$ cat config.mk
export PLATFORM = sky130hd
export DESIGN_NAME = spike_adder_node
export DESIGN_NICKNAME = d
export VERILOG_FILES = /design/src/rtl/snn_pkg.sv /design/src/rtl/membrane_bank.sv /design/src/rtl/spike_adder_node.sv
export SDC_FILE = /design/constraint.sdc
export NUM_CORES = 1
export LEC_CHECK = 0
export ABC_AREA = 1
export BUFFER_PORTS_ARGS = -buffer_cell sky130_fd_sc_hd__buf_2
export CORE_MARGIN = 2
export CORE_UTILIZATION = 48
export CTS_CLUSTER_SIZE = 24
export DETAILED_ROUTE_END_ITERATION = 6
export PLACE_DENSITY = 0.66
export RECOVER_POWER = 100
export SLEW_MARGIN = 40
export SYNTH_ARGS = -nofsm -noshare
export SYNTH_HDL_FRONTEND = slang
export SYNTH_SLANG_ARGS = --single-unit
$ cat constraint.sdc
create_clock -name clk -period 5.6 [get_ports clk]
set_input_delay 0.28 -clock clk [delete_from_list [all_inputs] [get_ports clk]]
set_output_delay 0.28 -clock clk [all_outputs]
set_load 0.1 [all_outputs]
$ cat src/rtl/snn_pkg.sv
// Shared packet layout, packet type codes and node FSM state for the SNN mesh.
// Latency: n/a (definitions only).
// Backpressure: n/a.
package snn_pkg;

    localparam int PKT_W     = 64;
    localparam int DEST_HI   = 63;
    localparam int DEST_LO   = 60;
    localparam int SRC_HI    = 59;
    localparam int SRC_LO    = 56;
    localparam int TYPE_HI   = 55;
    localparam int TYPE_LO   = 54;
    localparam int PSUM_LO   = 0;
    localparam int POS_HI    = 5;
    localparam int POS_LO    = 1;
    localparam int SPIKE_BIT = 0;
    localparam int POS_W     = POS_HI - POS_LO + 1;

    typedef enum logic [1:0] {
        PKT_IFMAP  = 2'b00,
        PKT_FILTER = 2'b01,
        PKT_PSUM   = 2'b10,
        PKT_SPIKE  = 2'b11
    } pkt_type_e;

    typedef enum logic [1:0] {
        ST_COLLECT = 2'b00,
        ST_UPDATE  = 2'b01,
        ST_SEND    = 2'b10
    } node_state_e;

    // Assemble an outgoing spike packet; every unused bit is zero.
    function automatic logic [PKT_W-1:0] spike_pkt(input logic [3:0]       dst,
                                                   input logic [3:0]       src,
                                                   input logic [POS_W-1:0] pos,
                                                   input logic             spike);
        logic [PKT_W-1:0] p;
        p                    = '0;
        p[DEST_HI:DEST_LO]   = dst;
        p[SRC_HI:SRC_LO]     = src;
        p[TYPE_HI:TYPE_LO]   = PKT_SPIKE;
        p[POS_HI:POS_LO]     = pos;
        p[SPIKE_BIT]         = spike;
        return p;
    endfunction

endpackage

$ cat src/rtl/membrane_bank.sv
// Membrane potential store: one read/modify/write port with saturating add and fire-reset.
// Latency: new_pot/spike combinational from idx/add_dat; write lands on the upd_en edge.
// Backpressure: none; clear_all wins over upd_en.
module membrane_bank
    import snn_pkg::*;
#(
    parameter int                   POT_WIDTH = 16,
    parameter int                   POSITIONS = 21,
    parameter logic [POT_WIDTH-1:0] THRESHOLD = 16'd64
) (
    input  logic                 clk,
    input  logic                 rst_n,
    input  logic                 clear_all,
    input  logic                 upd_en,
    input  logic [POS_W-1:0]     idx,
    input  logic [POT_WIDTH-1:0] add_dat,
    output logic [POT_WIDTH-1:0] new_pot,
    output logic                 spike
);

    logic [POT_WIDTH-1:0] pot_q [POSITIONS];
    logic [POT_WIDTH-1:0] pot_d [POSITIONS];
    logic [POT_WIDTH-1:0] rd_dat;
    logic [POT_WIDTH:0]   raw_sum;

    // Read mux over positions; compare-based so the index width never has to match the array depth.
    always_comb begin
        rd_dat = '0;
        for (int i = 0; i < POSITIONS; i++) begin
            if (idx == POS_W'(i)) rd_dat = pot_q[i];
        end
    end

    // One extra carry bit detects overflow; overflow clamps to all-ones.
    assign raw_sum = {1'b0, rd_dat} + {1'b0, add_dat};
    assign new_pot = raw_sum[POT_WIDTH] ? {POT_WIDTH{1'b1}} : raw_sum[POT_WIDTH-1:0];
    assign spike   = (new_pot >= THRESHOLD);

    // Next-state: clear everything, or write back the addressed potential (zero if it fired).
    always_comb begin
        for (int i = 0; i < POSITIONS; i++) begin
            pot_d[i] = pot_q[i];
            if (clear_all) begin
                pot_d[i] = '0;
            end else if (upd_en && (idx == POS_W'(i))) begin
                pot_d[i] = spike ? '0 : new_pot;
            end
        end
    end

    // Potential registers.
    always_ff @(posedge clk or negedge rst_n) begin
        if (!rst_n) begin
            for (int i = 0; i < POSITIONS; i++) pot_q[i] <= '0;
        end else begin
            for (int i = 0; i < POSITIONS; i++) pot_q[i] <= pot_d[i];
        end
    end

endmodule

$ cat src/rtl/spike_adder_node.sv
// Collects NUM_PE distinct psums per output neuron, integrates into its potential, emits a spike packet.
// Latency: pkt_out_valid high in the second cycle after the edge accepting the last psum; NUM_PE+2 cycles per output.
// Backpressure: pkt_in_ready low outside COLLECT or while clear_pot; pkt_out held stable until pkt_out_ready.
module spike_adder_node
    import snn_pkg::*;
#(
    parameter logic [3:0]           NODE_ADDRESS = 4'b0010,
    parameter logic [3:0]           OUT_ADDRESS  = 4'b1000,
    parameter int                   NUM_PE       = 5,
    parameter int                   PSUM_WIDTH   = 13,
    parameter int                   POT_WIDTH    = 16,
    parameter logic [POT_WIDTH-1:0] THRESHOLD    = 16'd64,
    parameter int                   POSITIONS    = 21
) (
    input  logic        clk,
    input  logic        rst_n,
    input  logic [63:0] pkt_in,
    input  logic        pkt_in_valid,
    output logic        pkt_in_ready,
    output logic [63:0] pkt_out,
    output logic        pkt_out_valid,
    input  logic        pkt_out_ready,
    input  logic        clear_pot,
    output logic        err_drop
);

    node_state_e          state_q, state_d;
    logic                 rdy_q, rdy_d;
    logic [NUM_PE-1:0]    bitmap_q, bitmap_d;
    logic [POT_WIDTH-1:0] sum_q, sum_d;
    logic [POS_W-1:0]     pos_q, pos_d;
    logic [63:0]          pkt_out_q, pkt_out_d;
    logic                 vld_q, vld_d;
    logic                 err_q, err_d;

    logic [3:0]           in_dest, in_src;
    logic [1:0]           in_type;
    logic [POT_WIDTH-1:0] psum_ext;
    logic [NUM_PE-1:0]    src_oh;
    logic                 accept, pkt_ok;
    logic                 upd_en, clr_all;
    logic [POT_WIDTH-1:0] new_pot;
    logic                 spike;
    logic                 unused_pkt_bits;

    assign in_dest         = pkt_in[DEST_HI:DEST_LO];
    assign in_src          = pkt_in[SRC_HI:SRC_LO];
    assign in_type         = pkt_in[TYPE_HI:TYPE_LO];
    assign psum_ext        = POT_WIDTH'(pkt_in[PSUM_LO +: PSUM_WIDTH]);
    assign unused_pkt_bits = ^pkt_in[TYPE_LO-1:PSUM_LO+PSUM_WIDTH];

    // Source slot one-hot: src mod NUM_PE, so aliasing sources share a slot.
    always_comb begin
        int src_mod;
        src_mod = int'(in_src) % NUM_PE;
        src_oh  = '0;
        for (int i = 0; i < NUM_PE; i++) begin
            if (src_mod == i) src_oh[i] = 1'b1;
        end
    end

    assign pkt_in_ready = rdy_q & ~clear_pot;
    assign accept       = pkt_in_valid & pkt_in_ready;
    assign pkt_ok       = (in_dest == NODE_ADDRESS) && (in_type == PKT_PSUM) && !(|(src_oh & bitmap_q));

    // Next-state and datapath control; clear_pot overrides every state.
    always_comb begin
        state_d   = state_q;
        bitmap_d  = bitmap_q;
        sum_d     = sum_q;
        pos_d     = pos_q;
        pkt_out_d = pkt_out_q;
        vld_d     = vld_q;
        err_d     = err_q;
        upd_en    = 1'b0;
        clr_all   = 1'b0;
        if (clear_pot) begin
            state_d  = ST_COLLECT;
            bitmap_d = '0;
            sum_d    = '0;
            pos_d    = '0;
            vld_d    = 1'b0;
            clr_all  = 1'b1;
        end else begin
            case (state_q)
                ST_COLLECT: begin
                    if (accept) begin
                        if (pkt_ok) begin
                            bitmap_d = bitmap_q | src_oh;
                            sum_d    = sum_q + psum_ext;
                            if (&bitmap_d) state_d = ST_UPDATE;
                        end else begin
                            err_d = 1'b1;
                        end
                    end
                end
                ST_UPDATE: begin
                    upd_en    = 1'b1;
                    pkt_out_d = spike_pkt(OUT_ADDRESS, NODE_ADDRESS, pos_q, spike);
                    vld_d     = 1'b1;
                    state_d   = ST_SEND;
                end
                ST_SEND: begin
                    if (pkt_out_ready) begin
                        vld_d    = 1'b0;
                        bitmap_d = '0;
                        sum_d    = '0;
                        pos_d    = (pos_q == POS_W'(POSITIONS - 1)) ? '0 : pos_q + 1'b1;
                        state_d  = ST_COLLECT;
                    end
                end
                default: state_d = ST_COLLECT;
            endcase
        end
        rdy_d = (state_d == ST_COLLECT);
    end

    // FSM state and registered outputs.
    always_ff @(posedge clk or negedge rst_n) begin
        if (!rst_n) begin
            state_q   <= ST_COLLECT;
            rdy_q     <= 1'b0;
            bitmap_q  <= '0;
            sum_q     <= '0;
            pos_q     <= '0;
            pkt_out_q <= '0;
            vld_q     <= 1'b0;
            err_q     <= 1'b0;
        end else begin
            state_q   <= state_d;
            rdy_q     <= rdy_d;
            bitmap_q  <= bitmap_d;
            sum_q     <= sum_d;
            pos_q     <= pos_d;
            pkt_out_q <= pkt_out_d;
            vld_q     <= vld_d;
            err_q     <= err_d;
        end
    end

    membrane_bank #(
        .POT_WIDTH (POT_WIDTH),
        .POSITIONS (POSITIONS),
        .THRESHOLD (THRESHOLD)
    ) u_bank (
        .clk       (clk),
        .rst_n     (rst_n),
        .clear_all (clr_all),
        .upd_en    (upd_en),
        .idx       (pos_q),
        .add_dat   (sum_q),
        .new_pot   (new_pot),
        .spike     (spike)
    );

    assign pkt_out       = pkt_out_q;
    assign pkt_out_valid = vld_q;
    assign err_drop      = err_q;

endmodule

-- Word level (Yosys, flattened, before mapping)
Index checks and enable logic that the tools add are counted.
- register bits: 374
- memories kept: 0
- memory bits (read-only): 0
- bits in writable memories: 0
- bits in latches: 0
- output and inout port bits: 67
- input port bits: 69
- logic and storage cells: 227
- multipliers: 0
- equality and inequality tests: 31
- add/sub/neg operators: 3
- $lt $le $gt $ge: 1
- shift operators: 0
- div/mod/pow operators: 1
- mux-type cells: 96
- reduce and logical (&&, ||, !) cells: 60
- bitwise logic cells: 6
- operators by type and width (cell ; number):
    2-to-1 mux 16 bit ; 69
    equality test 32 x 3 -> 1 bit, second input constant ; 2
    nonzero test 2 bit ; 23
    equality test 5 x 4 -> 1 bit, second input constant ; 8
    2-to-1 mux 5 bit ; 8
    equality test 32 x 2 -> 1 bit, second input constant ; 1
    equality test 32 x 4 -> 1 bit, second input constant ; 1
    zero test 32 bit ; 1
    remainder unit 5 x 4 -> 32 bit, second input constant ; 1
    case mux 16 bit (2 select lines) ; 1
    equality test 5 bit, second input constant ; 5
    logical AND 1 bit ; 23
    equality test 5 x 3 -> 1 bit, second input constant ; 4
    adder 16 x 16 -> 17 bit ; 1
    adder 16 x 13 -> 16 bit ; 1
    greater-or-equal comparator 16 x 7 -> 1 bit, second input constant ; 1
    equality test 5 x 2 -> 1 bit, second input constant ; 2
    2-to-1 mux 1 bit ; 10
    2-to-1 mux 2 bit ; 5
    case mux 5 bit (2 select lines) ; 1
    inequality test 3 bit, second input constant ; 3
    AND reduction 4 bit ; 2
    case mux 2 bit (3 select lines) ; 1
    AND reduction 2 bit ; 3
    other kinds (16) ; 21

-- Longest topological paths before layout
Gate-level depths: netlist of the first run.
- word-level depth: 28
- depth in mapped cells: 44
- depth with buffers taken out: 42

-- Modules after synthesis
A second synthesis of the first run with hierarchy kept.
- cell total of the unflattened synthesis: 2570
- area, all modules: 19454.9 um2
- by module, submodules not included (module ; area each (um2) ; instances ; cells an instance):
    membrane_bank ; 16062.9 ; 1 ; 2086
    spike_adder_node ; 3392.0 ; 1 ; 484

-- Least setup slack after synthesis of the first run
No wires, ideal clock.
- kind: reg2reg
- start point: register pos_q[1]
- end point: register u_bank.pot_q[2] in the netlist's numbering
- path slack: 0.672 ns
- path buffers: 1
- data arrival time: 4.863 ns
- cell stages (with the launch flop): 44
- clock period less this slack: 4.928 ns
- cell sequence: dfrtp_1 > inv_1 > ha_1 > inv_1 > nor2_1 > nand2_1 > inv_1 > nand2_1 > nand3_1 > o211ai_1 > nand3_1 > nand2_1 > nand2_1 > nand2_1 > nand2_1 > nand2_1 > nand3_1 > nand3_1 > [8 not listed] > a21oi_1 > ha_1 > inv_1 > fa_1 > o21ai_1 > a21oi_1 > o21bai_2 > a21boi_1 > o21ai_1 > a21oi_1 > o21ai_1 > xor2_1 > o2111a_2 > o21ai_1 > nor2_2 > buf_2 > nand2_1 > nand2_1
- cells in the longest elaborated chain, start to end: 28
- elaborated cells between the ends (all ways): 50
- RTL lines (element ; line ; text):
    from (decl) ; spike_adder_node.sv:31 ; logic [POS_W-1:0] pos_q, pos_d;
    from (signal assigned) ; spike_adder_node.sv:134 ; pos_q <= pos_d;
    zero test 5 bit ; membrane_bank.sv:30 ; if (idx == POS_W'(i)) rd_dat = pot_q[i];
    2-to-1 mux 16 bit (21 in series) ; membrane_bank.sv:30 ;
    adder 16 x 16 -> 17 bit ; membrane_bank.sv:35 ; assign raw_sum = {1'b0, rd_dat} + {1'b0, add_dat};
    2-to-1 mux 16 bit ; membrane_bank.sv:36 ; assign new_pot = raw_sum[POT_WIDTH] ? {POT_WIDTH{1'b1}} : raw_sum[POT_WIDTH-1:0];
    greater-or-equal comparator 16 x 7 -> 1 bit ; membrane_bank.sv:37 ; assign spike = (new_pot >= THRESHOLD);
    2-to-1 mux 16 bit ; membrane_bank.sv:46 ; pot_d[i] = spike ? '0 : new_pot;
    2-to-1 mux 16 bit ; membrane_bank.sv:45 ; end else if (upd_en && (idx == POS_W'(i))) begin
    2-to-1 mux 16 bit ; membrane_bank.sv:43 ; if (clear_all) begin
    to (decl) ; membrane_bank.sv:21 ; logic [POT_WIDTH-1:0] pot_q [POSITIONS];
Parallel ways exist; a longest one is shown, timed or not. The select of a mux whose other input is x is not followed.
A chain may end at the register's enable or synchronous reset.

-- Worst setup path after layout of the first run
- start point: register pos_q[1]
- end point: register u_bank.pot_q[275] in the netlist's numbering
Same word-level chain as after synthesis.

==> reports/metrics.yaml, run 1 <==
critical_path:
  path_max_fanout: 10
  crit_top_cell: "nand2_1"
  cpLargestDelayFamily: "simple AND/OR/NAND/NOR gates"
  crit_type: "flip-flop to flip-flop"
  crit_required_ps: 6080
  critPathLaunchType: "flip-flop"
  critical-path-max-stage-delay_ps: 410
  slowest_stage: "dfrtp_1"
  cp.buffers_inverters: 8
  arrival_ps: 5880
  critPathCaptureType: "flip-flop"
global_routing:
  antenna_found_initial: 0
  grt_pass1_vias: 14442
  grt_overflow_total: 0
  grt_max_degree: 101
  grt_pass1_wl_um: 72900
  globalRouteTotalUtil_pct: 21.8
pwr:
  vdd_drop_max_mv: 0.237
  power_density_mw_per_mm2: 346
  power.leakage_nw: 10.8
cells_and_area:
  diodes: 0
  final_nets: 2721
  ff_latch_area_mm2: 0.00936
  multi_input_area_mm2: 0.00766
  syn2layout_area_growth_pct: 13.6
  fillCellCount: 3740
  final_area_mm2: 0.0217
  postLayoutCoreUtil_pct: 54.9
  drive_gt1_share_pct: 11.1
floorplanning:
  start_util_pct: 48.3
  coreArea_mm2: 0.0395
  die_y_um: 204
  dieArea_mm2: 0.0414
  die_w_um: 204
  num_io_pins: 136
  num_rows: 73
synth:
  ys_seq_area_share_pct: 49.0
  synth_seq_cells: 374
  synth_top_cell_by_area: "dfrtp_1"
  yosysUniqueCellTypes: 45
  synth_area_per_cell_um2: 7.52
  syn_area_mm2: 0.0191
  synth_edf_count: 0
  netlist_instances: 2544
  synth_most_common_cell: "nand2_1"
  ys_warn_count: 0
  synthTopCellsByArea: "dfrtp_1 49%, nand2_1 13%, inv_1 8.8%, o21ai_0 5.9%, nor2_1 5.5%"
  yosys_most_used_dff: "dfrtp_1"
  synth_top_area_share_pct: 49.0
  synth_common_cells: "664 x nand2_1, 448 x inv_1, 374 x dfrtp_1"
  async_flop_share_pct: 100
clock_tree:
  clk_path_buf_depth: 3
  h-tree-depth: 2
  clock-root-buffer: "clkbuf_16"
  clock_latency_ps: 560
  cts.clk_slew.worst_paths_ps: 60
  cts_tree: "yes"
  clock_sink_count: 374
  cts_made_buffers: 41
detailed_routing:
  drc_errors: 0
  first_pass_iters: 5
  via_per_inst: 4.85
  ant_nets: 0
  drt_iter0_markers: 947
  drt-total-wl_um: 44600
  vias: 15334
  routedWlPerCell_um: 14.1
timing:
  fin_crit_ps: 5390
  finalCritPeriodShare_pct: 96.3
  setup_violations: 0
  fin_skew_ps: 17.4
  clock.fmax_mhz: 185
  finalHoldViolCount: 0
  rsz0062_at_grt: "true"
  tightest_slew_ps: 3120
  slew_viol_final: 158
  fin_setup_tns_ps: 0
  setup_ws_ps: 206
  timing.slew.headroom_pct: -108
placement:
  place_congestion: 0.897
  placed_area_mm2: 0.0199
  hpwl_um: 31100
  port-buffer-count: 40
  place_ws_ps: -67.2
run:
  max_cap_viol_count: 2
outcome:
  violations: "capacitance limit, slew limit"
  status: "finished with violations"
hold_path:
  hold_path_class: "primary input to flip-flop"
==> sequential cells by signal (all words and copies together), names as in the netlist <==
register	flops
bitmap_q	5
pos_q	5
err_drop	1
state_q	2
sum_q	16
pkt_out_valid	1
rdy_q	1
pkt_out	7
u_bank.pot_q	336
==> repair_timing <==
| item | in CTS | in global routing |
|---|---|---|
| pin swaps | 6 | 24 |
| resized for setup | 13 | 147 |
| endpoints found under the hold margin | 54 | 0 |
| endpoints found under the setup margin | 85 | 127 |
| buffers inserted | 2 | 14 |
| hold buffers | 1 | 0 |
| gates cloned | 1 | 1 |
==> area by class of cell <==
class | instances | share of cell area (%)
clock buffers | 55 | 5.43
clock inverters | 14 | 0.881
inverters | 459 | 7.94
multi-input cells | 1609 | 35.3
flip-flops and latches | 374 | 43.1
well taps | 525 | 3.02
repair buffers | 126 | 4.36
==> per-stage QoR <==
step / hold slack, ps / power (mW) / cells
after floorplan: -15.6 / 4.13 / 2597
after global placement: 404 / 4.61 / 3072
after detailed placement: 249 / 4.65 / 3074
after CTS: 3.21 / 7.46 / 3147
after global routing: 34.5 / 7.91 / 3162
final: 31.7 / 7.51 / 3162
==> where the power goes <==
| part | leakage [nW] | switching [mW] | internal (mW) |
|---|---|---|---|
| clock network | 0.677 | 1.10 | 1.66 |
| logic | 4.93 | 1.26 | 0.595 |
| registers | 5.18 | 0.0879 | 2.81 |
==> cell usage in the layout (no fill, tap or decap), types with 8 or more instances in the layout <==
cell	n
inv_1	441
buf_6	10
nor2_2	9
nor3_1	13
clkinv_1	9
dfrtp_1	373
or2_2	13
nand2_2	13
nand3_1	145
a21oi_1	57
clkbuf_16	42
o21ai_0	159
buf_2	40
nor2_1	272
o211ai_1	16
xor2_1	16
clkbuf_8	8
ha_1	35
o21ai_2	31
buf_4	67
nand2_1	655
o21ai_1	54
conb_1	54
inv_2	8
==> worst min-delay path, cell delays in order <==
cell and delay (ps):
buf_2 90, nand2_1 80, o21bai_1 80
==> path summary, 6_finish.rpt <==
kind / startpoint / endpoint / slack (ps) / depth (start not counted)
worst max-delay path: pos_q[1]$_DFFE_PN0P_ / u_bank.pot_q[275]$_DFFE_PN0P_ / 210 / 44
worst min-delay path: pkt_in_valid / err_drop$_DFFE_PN0P_ / 30 / 3
worst max register to register: pos_q[1]$_DFFE_PN0P_ / u_bank.pot_q[275]$_DFFE_PN0P_ / 210 / 44
worst min register to register: u_bank.pot_q[227]$_DFFE_PN0P_ / u_bank.pot_q[227]$_DFFE_PN0P_ / 470 / 2
max in group asynchronous: rst_n / bitmap_q[3]$_DFFE_PN0P_ / 780 / 3
min in group asynchronous: rst_n / u_bank.pot_q[187]$_DFFE_PN0P_ / 1300 / 2
==> routing by layer <==
metal / vias up / global-route usage, % / share of wire, %
met5: - / 0 / 0
met4: 0 / 6.18 / 2.3
met3: 68 / 3.31 / 3.8
met2: 246 / 35.8 / 48
met1: 7213 / 30.0 / 46
li1: 7807 / - / -
==> cell families after synthesis <==
logic type	after synthesis	share of synthesized area, %
simple gates	1142	24.0
fa+ha+maj	41	2.76
xor+xnor	19	0.870
other cells	1	0.0196
flops	374	49.0
buf+inv	614	13.4
compound gates	353	9.99
Note: power is estimated with default switching activity, not from simulation.
==> run 2, diff against run 1 <==
CORE_UTILIZATION = 58   (was 48)
PLACE_DENSITY = 0.77   (was 0.66)
==> run 2 against run 1 <==
  * Clock-buffer cell count grew 6
  * Die area shrank 17%
  * Final cell count shrank 1.7%
  * Largest cell class unchanged
  * First-iteration DRC count grew 46%
  * Critical endpoint is now u_bank.pot_q[115]$_DFFE_PN0P_
  * The run ends with capacitance limit, slew limit, setup timing left
==> reports/metrics.yaml, run 2 (synthesis results as in run 1) <==
floorplanning:
  num_rows: 66
  num_io_pins: 136
  dieArea_mm2: 0.0344
  start_util_pct: 58.8
  die_w_um: 186
  coreArea_mm2: 0.0325
  die_y_um: 186
clock_tree:
  clock_sink_count: 374
  clock_latency_ps: 530
  clk_path_buf_depth: 3
  cts.clk_slew.worst_paths_ps: 60
  cts_made_buffers: 40
  h-tree-depth: 2
  cts_tree: "yes"
  clock-root-buffer: "clkbuf_16"
detailed_routing:
  first_pass_iters: 6
  vias: 16207
  drt_iter0_markers: 1386
  drt-total-wl_um: 47300
  via_per_inst: 5.21
  routedWlPerCell_um: 15.2
  ant_nets: 0
  drc_errors: 0
placement:
  dp.cells: 2987
  placed_area_mm2: 0.0198
  place_congestion: 0.869
  port-buffer-count: 40
  hpwl_um: 30400
critical_path:
  startpoint: "pos_q[1]$_DFFE_PN0P_"
  rr_startpoint: "pos_q[1]$_DFFE_PN0P_"
  slowest_stage: "dfrtp_1"
  critPathCaptureType: "flip-flop"
  critPathLaunchType: "flip-flop"
  crit_end: "u_bank.pot_q[115]$_DFFE_PN0P_"
  r2r_end: "u_bank.pot_q[115]$_DFFE_PN0P_"
  critical-path-max-stage-delay_ps: 410
  crit_type: "flip-flop to flip-flop"
  crit_top_cell: "nand2_1"
  path_max_fanout: 6
  ff2ff_path_depth: 42
  arrival_ps: 6150
  crit_required_ps: 6040
  r2r_setup_slack_ps: -110
global_routing:
  grt_pass1_vias: 15102
  grt_overflow_total: 0
  globalRouteTotalUtil_pct: 26.7
  antenna_found_initial: 0
  grt_pass1_wl_um: 73900
  grt_max_degree: 118
pwr:
  power_density_mw_per_mm2: 349
  switching_share_pct: 32.8
  power.leakage_nw: 11.1
  p_seq_share_pct: 37.3
  clockPowerShare_pct: 35.8
  power_frac_comb_pct: 26.8
  vdd_drop_max_mv: 0.246
  p_int_mw: 5.23
  switchingPower_mw: 2.55
timing:
  rsz0062_at_grt: "true"
  finalHoldViolCount: 0
  fin_crit_ps: 5710
  slew_viol_final: 219
  setup_ws_ps: -109
  fin_skew_ps: 18.7
  tightest_slew_ps: 2610
  clock.fmax_mhz: 175
  timing.slew.headroom_pct: -74.0
  finalCritPeriodShare_pct: 102
  setup_violations: 79
cells_and_area:
  top_register: "u_bank.pot_q"
  final_nets: 2747
  final_common_cell: "nand2_1"
  fin_cells: 3108
  fillCellCount: 2474
  postLayoutCoreUtil_pct: 68.6
  final_cell_mix: "629 x nand2_1, 435 x inv_1, 373 x dfrtp_1"
  largest_reg_flops: 336
  diodes: 0
  syn2layout_area_growth_pct: 16.8
  drive_gt1_share_pct: 14.7
  final_area_mm2: 0.0223
run:
  max_cap_viol_count: 3
hold_path:
  hold_path_class: "primary input to flip-flop"
  worstHoldStart: "pkt_out_ready"
outcome:
  violations: "capacitance limit, slew limit, setup timing"
  status: "finished with violations"
run 2: worst min path at each step:
| stage | depth (start not counted) | slack (ps) | to |
|---|---|---|---|
| after floorplan | 0 | -20 | bitmap_q[0]$_DFFE_PN0P_ |
| after global placement | 1 | 360 | u_bank.pot_q[217]$_DFFE_PN0P_ |
| after detailed placement | 1 | 370 | u_bank.pot_q[222]$_DFFE_PN0P_ |
| after CTS | 4 | 60 | state_q[1]$_DFF_PN0_ |
| after global routing | 4 | 120 | state_q[1]$_DFF_PN0_ |
| final | 4 | 80 | state_q[1]$_DFF_PN0_ |
run 2: critical path, delay by kind of cell, from the launching register on:
kind	cells	cell delay [ps]
adders and majority gates	3	730
buffers and inverters	6	760
AOI/OAI and AO/OA	10	1760
and+or+nand+nor	22	1710
xor gates and xnor gates	1	250
DFF	1	410
run 2: final cells by class:
type                       instances  area, um^2  area share, %
clock buffer                      61        1200           5.38
multi-input combinational       1609        8020           35.9
clock inverter                    10         185          0.830
inverter                         459        1730           7.75
tap                              442         553           2.48
sequential                       374        9360           41.9
timing repair buffer             153        1270           5.68
run 2: metrics by stage:
| step | TNS, ps | setup slack (ps) | hold WS [ps] | power, mW |
|---|---|---|---|---|
| after global routing | -44930 | -473 | 119 | 8.11 |
| final | -3610 | -109 | 78.7 | 7.78 |
| after detailed placement | -8590 | -147 | 366 | 4.62 |
| after global placement | 0 | 137 | 361 | 4.57 |
| after CTS | 0 | 9.21 | 55.7 | 7.44 |
| after floorplan | 0 | 672 | -15.6 | 4.13 |
run 2: power groups by stage:
stage,clock (mW),sequential [mW],combinational (mW)
final,2.79,2.91,2.09
after global routing,2.91,2.92,2.28
after CTS,2.81,2.89,1.73
after detailed placement,0,2.94,1.68
after global placement,0,2.93,1.64
after floorplan,0,2.94,1.20
run 2: timing repair:
item,CTS,global route
setup buffers,4,35
resized for setup,15,242
setup endpoints to repair,126,127
gates cloned,1,8
endpoints found under the hold margin,95,0
hold buffers,1,0
pin swaps,7,41
run 2: routing by layer:
metal	up-vias	global-route usage, %	routed length, um
met5	-	0	0
met3	95	3.87	2700
met4	0	8.00	1340
met2	531	44.3	23000
met1	7716	36.6	20300
li1	7865	-	-
==> run 3, diff against run 2 <==
CTS_BUF_LIST = sky130_fd_sc_hd__clkbuf_16   (was default)
CTS_CLUSTER_SIZE = default   (was 24)
==> run 3 against run 2 <==
  * The run still ends with capacitance limit, slew limit, setup timing left
  * Flip-flop and latch count is the same
  * Combinational power barely moved
  * Wire length grew 0.23%
  * Sequential power is essentially flat
  * Fmax is 0.31% lower
  * Non-clock buffer count decreased by 11
  * Global-route usage is 0.090 points lower
  * Via count shrank 0.14%
  * Setup slack lost 18 ps
==> reports/metrics.yaml, run 3 (synthesis results as in run 1) <==
outcome:
  status: "finished with violations"
  violations: "capacitance limit, slew limit, setup timing"
cells_and_area:
  diodes: 0
  final_nets: 2736
  final_cell_mix: "646 x nand2_1, 449 x inv_1, 373 x dfrtp_1"
  final_common_cell: "nand2_1"
  fin_cells: 3097
  largest_reg_flops: 336
  top_register: "u_bank.pot_q"
  final_area_mm2: 0.0221
  syn2layout_area_growth_pct: 15.4
  drive_gt1_share_pct: 14.0
  postLayoutCoreUtil_pct: 67.8
detailed_routing:
  vias: 16185
  ant_nets: 0
  first_pass_iters: 5
  routedWlPerCell_um: 15.3
  drt-total-wl_um: 47400
  drc_errors: 0
  via_per_inst: 5.23
  drt_iter0_markers: 1324
critical_path:
  slowest_stage: "dfrtp_1"
  crit_required_ps: 6060
  critPathCaptureType: "flip-flop"
  critical-path-max-stage-delay_ps: 410
  cp.buffers_inverters: 6
  crit_top_cell: "nand3_2"
  crit_type: "flip-flop to flip-flop"
  path_max_fanout: 6
  arrival_ps: 6180
  r2r_setup_slack_ps: -130
  cpLargestDelayFamily: "simple AND/OR/NAND/NOR gates"
  critPathLaunchType: "flip-flop"
global_routing:
  antenna_found_initial: 0
  grt_overflow_total: 0
  globalRouteTotalUtil_pct: 26.6
  grt_pass1_vias: 15041
  grt_max_degree: 118
  grt_pass1_wl_um: 73700
pwr:
  vdd_drop_max_mv: 0.258
  switchingPower_mw: 2.53
  power_density_mw_per_mm2: 344
  p_int_mw: 5.06
  power_mw: 7.59
  p_seq_share_pct: 38.3
  power_frac_comb_pct: 27.1
  clockPowerShare_pct: 34.6
  power.leakage_nw: 11.0
  switching_share_pct: 33.4
timing:
  timing.slew.headroom_pct: -74.0
  setup_violations: 119
  finalHoldViolCount: 0
  fin_setup_tns_ps: -7640
  fin_crit_ps: 5730
  fin_skew_ps: 19.3
  rsz0062_at_grt: "true"
  holdWs_ps: 86.1
  tightest_slew_ps: 2610
  clock.fmax_mhz: 175
  setup_ws_ps: -127
  slew_viol_final: 219
  finalCritPeriodShare_pct: 102
clock_tree:
  clock_latency_ps: 540
  h-tree-depth: 2
  cts.clk_slew.worst_paths_ps: 60
  clock-root-buffer: "clkbuf_16"
  cts_made_buffers: 40
  cts_tree: "yes"
  clk_path_buf_depth: 3
  clock_sink_count: 374
placement:
  hpwl_um: 30400
  port-buffer-count: 40
  dp.cells: 2987
  placed_area_mm2: 0.0198
  place_congestion: 0.869
  place_ws_ps: -147
floorplanning:
  num_rows: 66
  die_y_um: 186
  start_util_pct: 58.8
  dieArea_mm2: 0.0344
  die_w_um: 186
  coreArea_mm2: 0.0325
  num_io_pins: 136
run:
  max_cap_viol_count: 3
hold_path:
  hold_path_class: "primary input to flip-flop"
-- run 3: changes by cell type in the layout (fill, tap and decap cells not counted), moves of 5 or more --
| cell | change |
|---|---|
| o21ai_2 | +20 |
| nand2_2 | -12 |
| inv_1 | +14 |
| o21ai_0 | -18 |
| nand2_4 | -5 |
| clkinv_1 | +10 |
| clkbuf_8 | -10 |
| nand2_1 | +17 |
| clkbuf_1 | -10 |
-- run 3: worst paths after layout --
path,from,endpoint,depth (start not counted)
worst max-delay path,pos_q[1]$_DFFE_PN0P_,u_bank.pot_q[163]$_DFFE_PN0P_,42
worst min-delay path,pkt_out_ready,state_q[1]$_DFF_PN0_,4
worst max register to register,pos_q[1]$_DFFE_PN0P_,u_bank.pot_q[163]$_DFFE_PN0P_,42
worst min register to register,u_bank.pot_q[65]$_DFFE_PN0P_,u_bank.pot_q[65]$_DFFE_PN0P_,2
max in group asynchronous,rst_n,u_bank.pot_q[155]$_DFFE_PN0P_,3
min in group asynchronous,rst_n,u_bank.pot_q[215]$_DFFE_PN0P_,2
-- run 3: timing repair --
item / 4_1_cts / 5_1_grt
pin swaps: 7 / 58
hold endpoints to repair: 95 / 0
gates cloned: 1 / 7
setup endpoints to repair: 126 / 127
resized for setup: 16 / 237
setup buffers: 4 / 26
hold buffers: 1 / 0
-- run 3: worst register-to-register path: cells and delay by family (launching register included) --
kind,cells,cell delay (ps)
AND/OR/NAND/NOR,22,1830
AO/OA/AOI/OAI,10,1690
buffers and inverters,6,760
adder cells (fa/ha/maj),3,750
flip-flops,1,410
XOR/XNOR,1,240
-- run 3: layer usage --
layer	up-vias	part of all wire (%)	track usage (%)
li1	7847	-	-
met1	7712	42	36.8
met2	529	49	43.9
met3	97	6.1	3.76
met4	0	2.8	7.91
met5	-	0	0
-- run 3: power groups by stage --
stage	clock (mW)	sequential, mW	combinational, mW
floorplan	0	2.94	1.20
global placement	0	2.93	1.64
detailed placement	0	2.94	1.68
CTS	2.66	2.89	1.73
global route	2.76	2.92	2.25
finish	2.63	2.91	2.06
-- run 3: cell type report --
type | count | area [um^2]
clock inverters | 30 | 260
inverters | 459 | 1730
clock buffers | 41 | 1030
well taps | 442 | 553
fillers | 2537 | 10500
flip-flops and latches | 374 | 9360
multi-input cells | 1609 | 8010
repair buffers | 142 | 1130
